<file path="src/rtl/sga_pkg.sv">
// rtl/sga_pkg.sv - shared constants and state encoding for the snake-body sequencer
package sga_pkg;

  localparam int         SGA_ADDR_W    = 4;
  localparam int         SGA_COORD_W   = 8;
  localparam int         SGA_MAX_LEN   = 15;
  localparam logic [7:0] SGA_INIT_HEAD = 8'h44;

  typedef enum logic [2:0] {
    S_IDLE  = 3'd0,
    S_INIT  = 3'd1,
    S_READ  = 3'd2,
    S_WAIT  = 3'd3,
    S_WRITE = 3'd4,
    S_HEAD  = 3'd5,
    S_DONE  = 3'd6
  } state_t;

endpackage

</file>
<file path="src/rtl/sga_body_sequencer_if.sv">
// rtl/sga_body_sequencer_if.sv - control and body-RAM signals of the body sequencer
interface sga_body_sequencer_if
  import sga_pkg::*;
#(
  parameter int ADDR_W  = SGA_ADDR_W,
  parameter int COORD_W = SGA_COORD_W
);

  logic               clear;
  logic               start;
  logic               grow;
  logic [COORD_W-1:0] new_head;
  logic [COORD_W-1:0] ram_rdata;
  logic [ADDR_W-1:0]  ram_addr;
  logic [COORD_W-1:0] ram_wdata;
  logic               ram_we;
  logic               busy;
  logic               done;
  logic               hit_body;
  logic [ADDR_W-1:0]  size;
  logic               full;

  // master: game control unit plus body RAM; slave: the sequencer
  modport master (
    output clear, start, grow, new_head, ram_rdata,
    input  ram_addr, ram_wdata, ram_we, busy, done, hit_body, size, full
  );

  modport slave (
    input  clear, start, grow, new_head, ram_rdata,
    output ram_addr, ram_wdata, ram_we, busy, done, hit_body, size, full
  );

endinterface

</file>
<file path="src/rtl/sga_seg_counter.sv">
// rtl/sga_seg_counter.sv - segment index down-counter with load and next-zero flag
module sga_seg_counter
  import sga_pkg::*;
#(
  parameter int ADDR_W = SGA_ADDR_W
) (
  input  logic              clock,
  input  logic              restart_n,
  input  logic              load,
  input  logic              dec,
  input  logic [ADDR_W-1:0] load_val,
  output logic [ADDR_W-1:0] idx,
  output logic              next_zero
);

  logic [ADDR_W-1:0] idx_q;
  logic [ADDR_W-1:0] idx_d;

  always_comb begin
    idx_d = idx_q;
    if (load) begin
      idx_d = load_val;
    end else if (dec) begin
      idx_d = idx_q - ADDR_W'(1);
    end
  end

  always_ff @(posedge clock or negedge restart_n) begin
    if (!restart_n) begin
      idx_q <= '0;
    end else begin
      idx_q <= idx_d;
    end
  end

  // Flag reflects the value the counter takes at the coming edge
  assign idx       = idx_q;
  assign next_zero = (idx_d == '0);

endmodule

</file>
<file path="src/rtl/sga_body_sequencer.sv">
// rtl/sga_body_sequencer.sv - shifts the snake body one slot per move, writes the new head, flags self-collision
module sga_body_sequencer
  import sga_pkg::*;
#(
  parameter int                 ADDR_W    = SGA_ADDR_W,
  parameter int                 COORD_W   = SGA_COORD_W,
  parameter int                 MAX_LEN   = SGA_MAX_LEN,
  parameter logic [COORD_W-1:0] INIT_HEAD = SGA_INIT_HEAD
) (
  input logic                 clock,
  input logic                 restart_n,
  sga_body_sequencer_if.slave bus
);

  state_t             state_q, state_d;
  logic [ADDR_W-1:0]  size_q, size_d;
  logic               grow_q, grow_d;
  logic [COORD_W-1:0] head_q, head_d;
  logic [COORD_W-1:0] seg_q, seg_d;
  logic               hit_q, hit_d;

  logic               full;
  logic               cnt_load;
  logic               cnt_dec;
  logic               idx_next_zero;
  logic [ADDR_W-1:0]  idx;
  logic [ADDR_W-1:0]  load_val;

  assign full     = (size_q == ADDR_W'(MAX_LEN));
  assign load_val = size_q - ADDR_W'(1) + ADDR_W'(bus.grow & ~full);
  assign cnt_load = (state_q == S_IDLE) && bus.start && !bus.clear;
  assign cnt_dec  = (state_q == S_WRITE);

  sga_seg_counter #(.ADDR_W(ADDR_W)) u_seg_counter (
    .clock     (clock),
    .restart_n (restart_n),
    .load      (cnt_load),
    .dec       (cnt_dec),
    .load_val  (load_val),
    .idx       (idx),
    .next_zero (idx_next_zero)
  );

  always_comb begin
    state_d       = state_q;
    size_d        = size_q;
    grow_d        = grow_q;
    head_d        = head_q;
    seg_d         = seg_q;
    hit_d         = hit_q;
    bus.ram_addr  = '0;
    bus.ram_wdata = '0;
    bus.ram_we    = 1'b0;
    case (state_q)
      S_IDLE: begin
        if (bus.clear) begin
          hit_d   = 1'b0;
          state_d = S_INIT;
        end else if (bus.start) begin
          grow_d  = bus.grow & ~full;
          head_d  = bus.new_head;
          hit_d   = 1'b0;
          state_d = idx_next_zero ? S_HEAD : S_READ;
        end
      end
      S_INIT: begin
        bus.ram_wdata = INIT_HEAD;
        bus.ram_we    = 1'b1;
        size_d        = ADDR_W'(1);
        hit_d         = 1'b0;
        state_d       = S_DONE;
      end
      S_READ: begin
        bus.ram_addr = idx - ADDR_W'(1);
        state_d      = S_WAIT;
      end
      S_WAIT: begin
        // Read data for idx-1 lands this cycle; compare it before it is shifted
        bus.ram_addr = idx - ADDR_W'(1);
        seg_d        = bus.ram_rdata;
        if (bus.ram_rdata == head_q) begin
          hit_d = 1'b1;
        end
        state_d = S_WRITE;
      end
      S_WRITE: begin
        bus.ram_addr  = idx;
        bus.ram_wdata = seg_q;
        bus.ram_we    = 1'b1;
        state_d       = idx_next_zero ? S_HEAD : S_READ;
      end
      S_HEAD: begin
        bus.ram_wdata = head_q;
        bus.ram_we    = 1'b1;
        size_d        = size_q + ADDR_W'(grow_q);
        state_d       = S_DONE;
      end
      S_DONE: begin
        state_d = S_IDLE;
      end
      default: begin
        state_d = S_IDLE;
      end
    endcase
  end

  always_ff @(posedge clock or negedge restart_n) begin
    if (!restart_n) begin
      state_q <= S_IDLE;
      size_q  <= ADDR_W'(1);
      grow_q  <= 1'b0;
      head_q  <= '0;
      seg_q   <= '0;
      hit_q   <= 1'b0;
    end else begin
      state_q <= state_d;
      size_q  <= size_d;
      grow_q  <= grow_d;
      head_q  <= head_d;
      seg_q   <= seg_d;
      hit_q   <= hit_d;
    end
  end

  assign bus.busy     = (state_q != S_IDLE);
  assign bus.done     = (state_q == S_DONE);
  assign bus.hit_body = hit_q;
  assign bus.size     = size_q;
  assign bus.full     = full;

endmodule

</file>
<file path="src/flat_wrapper.sv">
// flat-port wrapper written by rule: the top's interface ports become plain ports
module sga_body_sequencer_flat import sga_pkg::*;
#(
  parameter int                 ADDR_W    = SGA_ADDR_W,
  parameter int                 COORD_W   = SGA_COORD_W,
  parameter int                 MAX_LEN   = SGA_MAX_LEN,
  parameter logic [COORD_W-1:0] INIT_HEAD = SGA_INIT_HEAD
)
  (clock, restart_n, bus_clear, bus_start, bus_grow, bus_new_head, bus_ram_rdata, bus_ram_addr, bus_ram_wdata, bus_ram_we, bus_busy, bus_done, bus_hit_body, bus_size, bus_full);
  sga_body_sequencer_if #(.ADDR_W(ADDR_W), .COORD_W(COORD_W)) bus_i ();
  input logic clock;
  input logic restart_n;
  input wire logic [$bits(bus_i.clear)-1:0] bus_clear;
  input wire logic [$bits(bus_i.start)-1:0] bus_start;
  input wire logic [$bits(bus_i.grow)-1:0] bus_grow;
  input wire logic [$bits(bus_i.new_head)-1:0] bus_new_head;
  input wire logic [$bits(bus_i.ram_rdata)-1:0] bus_ram_rdata;
  output wire logic [$bits(bus_i.ram_addr)-1:0] bus_ram_addr;
  output wire logic [$bits(bus_i.ram_wdata)-1:0] bus_ram_wdata;
  output wire logic [$bits(bus_i.ram_we)-1:0] bus_ram_we;
  output wire logic [$bits(bus_i.busy)-1:0] bus_busy;
  output wire logic [$bits(bus_i.done)-1:0] bus_done;
  output wire logic [$bits(bus_i.hit_body)-1:0] bus_hit_body;
  output wire logic [$bits(bus_i.size)-1:0] bus_size;
  output wire logic [$bits(bus_i.full)-1:0] bus_full;
  assign bus_i.clear = bus_clear;
  assign bus_i.start = bus_start;
  assign bus_i.grow = bus_grow;
  assign bus_i.new_head = bus_new_head;
  assign bus_i.ram_rdata = bus_ram_rdata;
  assign bus_ram_addr = bus_i.ram_addr;
  assign bus_ram_wdata = bus_i.ram_wdata;
  assign bus_ram_we = bus_i.ram_we;
  assign bus_busy = bus_i.busy;
  assign bus_done = bus_i.done;
  assign bus_hit_body = bus_i.hit_body;
  assign bus_size = bus_i.size;
  assign bus_full = bus_i.full;
  sga_body_sequencer #(.ADDR_W(ADDR_W), .COORD_W(COORD_W), .MAX_LEN(MAX_LEN), .INIT_HEAD(INIT_HEAD)) u_core (.clock(clock), .restart_n(restart_n), .bus(bus_i));
endmodule
</file>
<file path="config.mk">
export PLATFORM = sky130hd
export DESIGN_NAME = sga_body_sequencer_flat
export DESIGN_NICKNAME = d
export VERILOG_FILES = /design/src/rtl/sga_pkg.sv /design/src/rtl/sga_body_sequencer_if.sv /design/src/rtl/sga_seg_counter.sv /design/src/rtl/sga_body_sequencer.sv /design/src/flat_wrapper.sv
export SDC_FILE = /design/constraint.sdc
export NUM_CORES = 1
export LEC_CHECK = 0
export BUFFER_PORTS_ARGS = -buffer_cell sky130_fd_sc_hd__buf_2
export CORE_MARGIN = 2
export CORE_UTILIZATION = 48
export DETAILED_ROUTE_END_ITERATION = 10
export PLACE_DENSITY_LB_ADDON = 0.08
export RECOVER_POWER = 100
export SYNTH_ARGS = -nofsm -noshare
export SYNTH_HDL_FRONTEND = slang
export SYNTH_SLANG_ARGS = --single-unit
</file>
<file path="constraint.sdc">
create_clock -name clock -period 2.36 [get_ports clock]
set_clock_uncertainty 0.05 [all_clocks]
set_input_delay 0.118 -clock clock [delete_from_list [all_inputs] [get_ports clock]]
set_output_delay 0.118 -clock clock [all_outputs]
set_load 0.03 [all_outputs]
</file>
==> impl_metrics.json, run 1 <==
{
  "status": "complete, but fails checks",
  "violations": "max-capacitance violations, max-slew violations",
  "port_buffers": 41,
  "pin_count": 42,
  "p_total_w": 0.003099,
  "drive_above_1_share": 0.3184,
  "p_per_area_nw_per_um2": 1431,
  "overflow": 0,
  "dp_hpwl_um": 3019,
  "worstSetupStartpointType": "register",
  "vias": 1464,
  "gp_congestion": 0.8686,
  "firstDrtPassIters": 4,
  "die_width_um": 64.97,
  "grt_pass1_vias": 1505,
  "postLayoutCoreUtil": 0.6006,
  "grt_usage": 0.2231,
  "yosysSeqAreaShare": 0.4074,
  "required_ps": 2450,
  "fill_cells": 326,
  "htreeDepth": 2,
  "post-route-period-util": 0.9599,
  "cp-end-kind": "register",
  "critical_path.cell_chain": "and4_4 -> nand2b_1 -> ha_1 -> ha_1 -> a22oi_2 -> o221a_4 -> nor4_4 -> a221oi_2",
  "antenna_found_initial": 0,
  "hold_viol": 0,
  "ys_top_cells_by_area": "dfrtp_1 39%, mux2_2 10%, ha_1 3.5%",
  "wl_per_cell_um": 15.07,
  "critPathBufInv": 0,
  "cp_top_family": "simple AND/OR/NAND/NOR gates",
  "crit_arrival_ps": 2360,
  "syn-num-nets": 196,
  "cpMostUsedCell": "ha_1",
  "slew_headroom": -0.07043,
  "avgSynthCellArea_um2": 10.50,
  "clk_latency_ps": 280,
  "hp-class": "input port to register",
  "drt_iter0_markers": 58,
  "ys_seq_elements": 29,
  "die_h_um": 64.97,
  "cap_violations": 1,
  "synth_top_area_cell": "dfrtp_1",
  "via_per_inst": 5.402,
  "layout_commonest_cell": "dfrtp_1",
  "root_buffer": "clkbuf_8",
  "grt_pass1_wl_um": 7127,
  "synth_warnings": 0,
  "finalSetupViolations": 0,
  "detail-route-antenna-nets": 0,
  "placedCellCount": 259,
  "routed_wl_um": 4085,
  "syn_inst": 170,
  "area_growth_pct": 21.39,
  "tightest_slew_ps": 1606,
  "layout.cells.non_filler": 271,
  "cts_buffers": 5,
  "cpMaxStageDelayCell": "dfrtp_2",
  "synth_top_area_frac": 0.3927,
  "layout_common_cells": "27 x dfrtp_1, 20 x buf_2, 19 x clkbuf_1",
  "fp.coreArea_um2": 3606,
  "start_util": 0.4948,
  "setup.worst_path.class": "register to register",
  "clkTransAtPathRegs_ps": 60,
  "drcViolationCount": 0,
  "grt_max_degree": 30,
  "slowest_delay_ps": 440,
  "clockBufferDepth": 2,
  "cellLeakagePower_nw": 0.9431,
  "antenna_cells": 0,
  "ys_types": 43,
  "synthesis.area_um2": 1784,
  "cp_max_fo": 6,
  "max_freq_mhz": 441.4,
  "ir_drop_mv": 0.5550,
  "die_area_um2": 4221,
  "clock-sinks": 29,
  "cts_tree": "built",
  "finalMaxSlewViolations": 30,
  "whs_ps": 21.05,
  "period_needed_ps": 2265,
  "nNetsFinal": 248,
  "rows": 22
}
-- final cells by class --
type,instances,area (µm²),area share
timing repair buffer,52,264.0,0.1219
clock inverter,1,5.005,0.002311
multi-input combinational,126,982.2,0.4535
clock buffer,7,96.34,0.04448
sequential,29,728.2,0.3362
tap,48,60.06,0.02773
inverter,8,30.03,0.01386
-- registers in the layout, indices dropped and copies added (netlist names) --
name,flops
u_core.head_q,8
u_core.seg_q,8
u_core.bus.size,4
u_core.u_seg_counter.idx,4
u_core.state_q,3
u_core.bus.hit_body,1
u_core.grow_q,1
-- synth_stat cells (all sizes together) --
cell type	count
a21oi	8
a221oi	2
a22o	2
a22oi	1
a2bb2oi	1
a32o	1
and2	1
and4	1
and4bb	1
buf	2
clkbuf	5
clkinv	1
dfrtp	28
dfstp	1
ha	5
inv	7
mux2	16
mux2i	6
nand2	16
nand2b	4
nand3	2
nand4	1
nor2	15
nor2b	1
nor3	9
nor3b	2
nor4	3
nor4b	1
o21a	1
o21ai	7
o221a	1
o22ai	2
o2bb2ai	1
o32a	1
or2	1
xnor2	7
xor2	6
-- metrics by stage --
stage | cell area (µm²) | setup slack [ps] | TNS (ps)
global placement | 2064 | 195.6 | 0
floorplan | 1798 | 75.60 | 0
global route | 2166 | -27.85 | -31.93
finish | 2166 | 94.70 | 0
CTS | 2176 | 111.4 | 0
detailed placement | 2064 | 136.4 | 0
-- final timing paths --
check                                               start                               endpoint  slack, ps  cells after the start
max                        u_core.bus.size[2]$_DFFE_PN0P_          u_core.state_q[1]$_DFFE_PN0P_         90                      8
min                                       bus_new_head[2]           u_core.head_q[2]$_DFFE_PN0P_         20                      2
max reg2reg                u_core.bus.size[2]$_DFFE_PN0P_          u_core.state_q[1]$_DFFE_PN0P_         90                      8
min reg2reg                   u_core.seg_q[0]$_DFFE_PN0P_            u_core.seg_q[0]$_DFFE_PN0P_        450                      1
max in group asynchronous                       restart_n         u_core.bus.size[2]$_DFFE_PN0P_        480                      2
min in group asynchronous                       restart_n  u_core.u_seg_counter.idx[1]$_DFF_PN0_        730                      2
-- layer usage --
metal,part of all wire,vias to the layer above,global-route usage
li1,-,707,-
met1,0.42,705,0.2769
met2,0.51,46,0.3789
met3,0.059,6,0.05729
met4,0.012,0,0.06915
met5,0,-,0
-- report_power, final --
group          switching (W)  internal, W  total, W
Clock               0.000187     0.000263  0.000450
Combinational       0.000953     0.000696   0.00165
Sequential          0.000270     0.000731   0.00100
Total                0.00141      0.00169   0.00310
-- kinds of logic (layout without fill, tap and decap cells) --
| family | after synthesis | count (layout) | share of synthesized area |
|---|---|---|---|
| DFF | 29 | 29 | 0.4074 |
| and+or+nand+nor | 58 | 58 | 0.1901 |
| xor gates and xnor gates | 13 | 13 | 0.06382 |
| buffers and inverters | 15 | 68 | 0.03997 |
| adders and majority gates | 5 | 5 | 0.03506 |
| AOI/OAI and AO/OA | 28 | 28 | 0.1290 |
| muxes | 22 | 22 | 0.1346 |
-- what timing repair did --
action | in CTS | in global routing
setup endpoints to repair | 0 | 1
hold buffers | 1 | 0
gates resized for setup | 0 | 1
buffers inserted | 0 | 3
hold endpoints to repair | 28 | 0
Power figures use the tool's default switching activity.
==> run 2, diff against run 1 <==
Settings changed: SYNTH_HIERARCHICAL set to 1.
==> run 2 against run 1 <==
Net effect:
- the flow still finishes with violations (max-capacitance violations, max-slew violations)
- core utilization up 6.7 points
- power fell by 7.2%
- clock power is 38% lower
- first-iteration DRC count fell by 38%
- sequential share of layout area decreased by 1.6 points
- synthesized cell count is 1.2% lower
- global-route usage down 2.7 points
- routed wire length down 9.4%
- cell count increased by 3.7%
- worst setup slack better by 4.8 ps
- critical path type unchanged
==> impl_metrics.json, run 2 <==
{
  "synth_top_area_cell": "dfrtp_1",
  "ir_drop_mv": 0.6084,
  "post-route-period-util": 0.9578,
  "synth_ff_type": "dfrtp_1",
  "syn-num-nets": 195,
  "clkTransAtPathRegs_ps": 80,
  "routed_wl_um": 3703,
  "fill_cells": 292,
  "hold_path_end": "u_core/seg_q[6]$_DFFE_PN0P_",
  "firstDrtPassIters": 3,
  "setup.worst_path.class": "register to register",
  "gp_congestion": 0.7677,
  "ys_types": 40,
  "hold_viol": 0,
  "fp.coreArea_um2": 3416,
  "drive_above_1_share": 0.3447,
  "nNetsFinal": 261,
  "antenna_found_initial": 0,
  "cts_tree": "built",
  "cp-end-kind": "register",
  "root_buffer": "clkbuf_4",
  "placedCellCount": 256,
  "wl_per_cell_um": 13.18,
  "p_per_area_nw_per_um2": 1261,
  "drt_iter0_markers": 36,
  "min_path_cells": 2,
  "area_growth_pct": 31.08,
  "top_regs": "u_core/head_q (8), u_core/seg_q (8)",
  "syn_inst": 168,
  "status": "complete, but fails checks",
  "synth_warnings": 6,
  "die_area_um2": 4121,
  "postLayoutCoreUtil": 0.6674,
  "synthArstFlopShare": 1.000,
  "grt_pass1_vias": 1419,
  "slew_headroom": -0.01028,
  "dp_hpwl_um": 2639,
  "hold_start": "bus_ram_rdata[6]",
  "ys_top_cells_by_area": "dfrtp_1 40%, mux2_4 6.9%, xnor2_1 6.5%",
  "worst_slack_ps": 99.51,
  "worstSetupStartpointType": "register",
  "clock-sinks": 29,
  "synth_edf_count": 0,
  "tightest_slew_ps": 1515,
  "start_util": 0.5092,
  "synthesis.area_um2": 1739,
  "drcViolationCount": 0,
  "rrSetupSlack_ps": 100,
  "die_width_um": 64.20,
  "detail-route-antenna-nets": 0,
  "period_needed_ps": 2260,
  "via_per_inst": 5.146,
  "overflow": 0,
  "grt_usage": 0.1964,
  "finalSetupViolations": 0,
  "finalMaxSlewViolations": 30,
  "rows": 21,
  "p_total_w": 0.002875,
  "synth_common_cells": "28 x dfrtp_1, 17 x nand2_1, 14 x o21ai_0",
  "violations": "max-capacitance violations, max-slew violations",
  "cap_violations": 1,
  "timing.rr.end": "u_core/state_q[2]$_DFFE_PN0P_",
  "vias": 1446,
  "r2r_cells": 10,
  "synth.most_common_cell": "dfrtp_1",
  "max_freq_mhz": 442.4,
  "clockBufferDepth": 2,
  "hp-class": "input port to register",
  "ys_seq_elements": 29,
  "synth_top_area_frac": 0.4029,
  "setup_tns_ps": 0,
  "avgSynthCellArea_um2": 10.35,
  "cp_max_fo": 3,
  "grt_pass1_wl_um": 6265,
  "die_h_um": 64.20,
  "grt_max_degree": 30,
  "layout_common_cells": "35 x buf_2, 25 x dfrtp_1, 17 x nand2_1",
  "port_buffers": 41,
  "r2r-start": "u_core/bus.size[0]$_DFFE_PN1P_",
  "layout_commonest_cell": "buf_2",
  "clk_latency_ps": 320,
  "pre_cts_ws_ps": 47.90,
  "antenna_cells": 0,
  "crit_arrival_ps": 2460,
  "layout.cells.non_filler": 281,
  "cts_buffers": 5,
  "pin_count": 42,
  "htreeDepth": 2,
  "yosysSeqAreaShare": 0.4180,
  "cellLeakagePower_nw": 1.059,
  "required_ps": 2560
}
## run 2: routing by layer
metal / GRT usage / vias up / routed length [µm]
met2: 0.3529 / 27 / 1936
met5: 0 / - / 0
met1: 0.2183 / 699 / 1546
met3: 0.06162 / 6 / 167
li1: - / 714 / -
met4: 0.06649 / 0 / 53
## run 2: logic make-up (layout without fill, tap and decap cells)
family                     after synthesis  in the layout  synth area share
buffers and inverters                   17             84           0.04676
adders and majority gates                6              6           0.04316
DFF                                     29             29            0.4180
xor gates and xnor gates                15             15           0.07554
muxes                                   24             24            0.1669
AOI/OAI and AO/OA                       29             29            0.1014
and+or+nand+nor                         48             48            0.1482
## run 2: final cells by class
type | count | area [µm²] | area share
Multi-Input combinational cell | 122 | 979.7 | 0.4297
Timing Repair Buffer | 66 | 425.4 | 0.1866
Tap cell | 46 | 57.56 | 0.02525
Inverter | 10 | 37.54 | 0.01647
Sequential cell | 29 | 730.7 | 0.3205
Clock buffer | 8 | 48.80 | 0.02141
## run 2: worst max-delay path by stage
stage / start / end / slack (ps)
after floorplan: u_core/state_q[1]$_DFFE_PN0P_ / u_core/state_q[2]$_DFFE_PN0P_ / 7
after global placement: u_core/bus.size[2]$_DFFE_PN0P_ / u_core/state_q[2]$_DFFE_PN0P_ / 120
after detailed placement: u_core/bus.size[0]$_DFFE_PN1P_ / u_core/state_q[2]$_DFFE_PN0P_ / 50
after CTS: u_core/bus.size[0]$_DFFE_PN1P_ / u_core/state_q[2]$_DFFE_PN0P_ / 10
after global routing: u_core/bus.size[0]$_DFFE_PN1P_ / u_core/state_q[0]$_DFFE_PN0P_ / -30
final: u_core/bus.size[0]$_DFFE_PN1P_ / u_core/state_q[2]$_DFFE_PN0P_ / 100
## run 2: report_power, final
part / leakage, nW / switching (W) / internal, W / total, W
Sequential: 0.348 / 0.000207 / 0.000733 / 0.000940
Clock: 0.0265 / 0.000162 / 0.000118 / 0.000280
Combinational: 0.684 / 0.000912 / 0.000742 / 0.00165
Total: 1.06 / 0.00128 / 0.00159 / 0.00287
## run 2: timing repair
item                                   in CTS  in global routing
hold buffers                               15                  1
resized for setup                           0                  9
endpoints found under the hold margin      42                  1
buffers inserted                            0                  1
setup endpoints to repair                   0                  3
## run 2: worst max-delay path: stages, from the launching register on
cell and delay, ps:
dfstp_1 560, and4_4 220, nand2b_4 130, ha_2 170, ha_2 170, xor2_1 60
nand2_1 70, o21ai_2 80, nor4_4 310, a21boi_1 210, a2bb2oi_1 160
## run 2: metrics by stage
step | area [µm²] | hold slack [ps]
6_report | 2280 | 7.312
5_1_grt | 2280 | 4.277
4_1_cts | 2235 | 0.2574
3_5_place_dp | 2036 | 128.4
3_3_place_gp | 2036 | 127.9
2_1_floorplan | 1757 | -227.6
==> run 3, diff against run 2 <==
--- a/config.mk
+++ b/config.mk
@@ -14,4 +14,3 @@
 export SYNTH_ARGS = -nofsm -noshare
 export SYNTH_HDL_FRONTEND = slang
-export SYNTH_HIERARCHICAL = 1
 export SYNTH_SLANG_ARGS = --single-unit
==> constraint.sdc (replaced) <==
create_clock -name clock -period 2.36 [get_ports clock]
set_clock_uncertainty 0.05 [all_clocks]
set_input_delay 0.59 -clock clock [delete_from_list [all_inputs] [get_ports clock]]
set_output_delay 0.59 -clock clock [all_outputs]
set_load 0.03 [all_outputs]
==> run 3 against run 2 <==
Net effect:
- the run still ends with max-capacitance violations, max-slew violations left
- largest power group unchanged
- die area increased by 2.4%
- via count decreased by 0.55%
- cell count decreased by 2.8%
==> impl_metrics.json, run 3 (synthesis results as in run 1) <==
{
  "pre_cts_ws_ps": 148.1,
  "layout.cells.non_filler": 273,
  "tightest_slew_ps": 1561,
  "grt_max_degree": 30,
  "dp_hpwl_um": 3173,
  "cp_max_fo": 6,
  "ir_drop_mv": 0.7155,
  "cellLeakagePower_nw": 1.002,
  "p_total_w": 0.003245,
  "overflow": 0,
  "die_area_um2": 4221,
  "finalMaxSlewViolations": 30,
  "cp-end-kind": "primary output",
  "final_area_um2": 2217,
  "p_per_area_nw_per_um2": 1464,
  "hold_viol": 0,
  "fp.coreArea_um2": 3606,
  "setup.worst_path.class": "register to primary output",
  "grt_usage": 0.2197,
  "grt_pass1_vias": 1472,
  "post-route-period-util": 0.9525,
  "cts-hold-fix-buffers": 0,
  "wl_per_cell_um": 14.85,
  "root_buffer": "clkbuf_8",
  "drive_above_1_share": 0.3911,
  "nNetsFinal": 250,
  "vias": 1438,
  "p_int_w": 0.001820,
  "gp_congestion": 0.8273,
  "pwr-share-seq": 0.314,
  "cts_tree": "built",
  "rsz0062_at_grt": "yes",
  "p_comb_frac": 0.524,
  "worstSetupStartpointType": "register",
  "area_growth_pct": 24.26,
  "layout_common_cells": "37 x buf_2, 25 x dfrtp_1, 16 x nand2_1, 16 x mux2_2, 14 x nor2_1",
  "required_ps": 1720,
  "clkTransAtPathRegs_ps": 60,
  "port_buffers": 41,
  "period_needed_ps": 2248,
  "cpMaxStageDelayCell": "dfrtp_1",
  "placedCellCount": 263,
  "via_per_inst": 5.267,
  "critPathBufInv": 1,
  "cp_top_family": "flip-flops",
  "crit_arrival_ps": 1610,
  "clk_latency_ps": 280,
  "die_h_um": 64.97,
  "drt_iter0_markers": 79,
  "placed_area_um2": 2100,
  "firstDrtPassIters": 4,
  "finalSetupViolations": 0,
  "clockBufferDepth": 2,
  "worst_slack_ps": 112.0,
  "htreeDepth": 2,
  "die_width_um": 64.97,
  "top_regs": "u_core.head_q (8), u_core.seg_q (8)",
  "hp-class": "register to register",
  "cts_buffers": 5,
  "cap_violations": 1,
  "slowest_delay_ps": 470,
  "critical_path.cell_chain": "nor3_1 -> xnor2_1 -> o22ai_1 -> buf_2",
  "clock-sinks": 29,
  "p_sw_w": 0.001425,
  "violations": "max-capacitance violations, max-slew violations",
  "switching_share": 0.4393,
  "start_util": 0.4948,
  "pin_count": 42,
  "grt_pass1_wl_um": 6948,
  "status": "complete, but fails checks",
  "clkPwrFrac": 0.162,
  "slew_headroom": -0.04070,
  "antenna_cells": 0,
  "max_freq_mhz": 444.8,
  "antenna_found_initial": 0,
  "routed_wl_um": 4055,
  "layout_commonest_cell": "buf_2",
  "rows": 22,
  "detail-route-antenna-nets": 0,
  "fill_cells": 325,
  "drcViolationCount": 0
}
==> run 3: cell types whose count changed in the layout (fill, tap and decap cells not counted), moves of 4 or more <==
cell           delta
clkbuf_4          -5
nor3_1            +4
nor2_1            +5
mux2_4            -8
mux2_2            +8
clkbuf_8          +6
xor2_1            +4
o21ai_0           -7
dlygate4sd3_1    -16
xnor2_1           -6
a21oi_1           +4
==> run 3: path summary, 6_finish.rpt <==
path / slack (ps) / end / from / depth (start not counted)
max: 110 / bus_ram_addr[3] / u_core.u_seg_counter.idx[0]$_DFF_PN0_ / 4
min: 450 / u_core.bus.hit_body$_DFFE_PN0P_ / u_core.bus.hit_body$_DFFE_PN0P_ / 1
max reg2reg: 140 / u_core.state_q[2]$_DFFE_PN0P_ / u_core.bus.size[2]$_DFFE_PN0P_ / 9
min reg2reg: 450 / u_core.bus.hit_body$_DFFE_PN0P_ / u_core.bus.hit_body$_DFFE_PN0P_ / 1
max in group asynchronous: 600 / u_core.bus.size[2]$_DFFE_PN0P_ / restart_n / 1
min in group asynchronous: 640 / u_core.u_seg_counter.idx[1]$_DFF_PN0_ / restart_n / 1
==> run 3: stage by stage <==
| step | setup TNS, ps | util | hold slack, ps |
|---|---|---|---|
| global placement | 0 | 0.5822 | 426.5 |
| floorplan | 0 | - | 244.4 |
| CTS | 0 | 0.6149 | 311.7 |
| finish | 0 | 0.6149 | 454.2 |
| global route | -2.357 | 0.6149 | 475.6 |
| detailed placement | 0 | 0.5822 | 440.2 |
==> run 3: per-layer routing <==
metal / wire length (µm) / part of all wire / global-route usage / vias up
li1: - / - / - / 714
met3: 154 / 0.038 / 0.06076 / 4
met5: 0 / 0 / 0 / -
met1: 1730 / 0.43 / 0.2562 / 688
met4: 42 / 0.010 / 0.07979 / 0
met2: 2128 / 0.52 / 0.3840 / 32
==> run 3: power by group through the flow <==
| stage | Combinational, W | Sequential, W | Clock (W) |
|---|---|---|---|
| 2_1_floorplan | 0.00134 | 0.000942 | 0 |
| 3_3_place_gp | 0.00168 | 0.00101 | 0 |
| 3_5_place_dp | 0.00172 | 0.00102 | 0 |
| 4_1_cts | 0.00172 | 0.00102 | 0.000539 |
| 5_1_grt | 0.00185 | 0.00106 | 0.000553 |
| 6_report | 0.00170 | 0.00102 | 0.000527 |
==> run 3: cell type report <==
class                   instances  area, µm²  share of cell area
inverters                       8      30.03             0.01354
well taps                      48      60.06             0.02709
clock buffers                   7      86.33             0.03894
clock inverters                 1      30.03             0.01354
repair buffers                 54      286.5              0.1292
multi-input cells             126      993.5              0.4481
flip-flops and latches         29      730.7              0.3296
==> run 3: timing repair <==
| action | CTS | global route |
|---|---|---|
| endpoints found under the hold margin | 0 | 0 |
| resized for setup | 1 | 1 |
| pin swaps | 0 | 1 |
| buffers inserted | 0 | 2 |
| setup endpoints to repair | 6 | 4 |
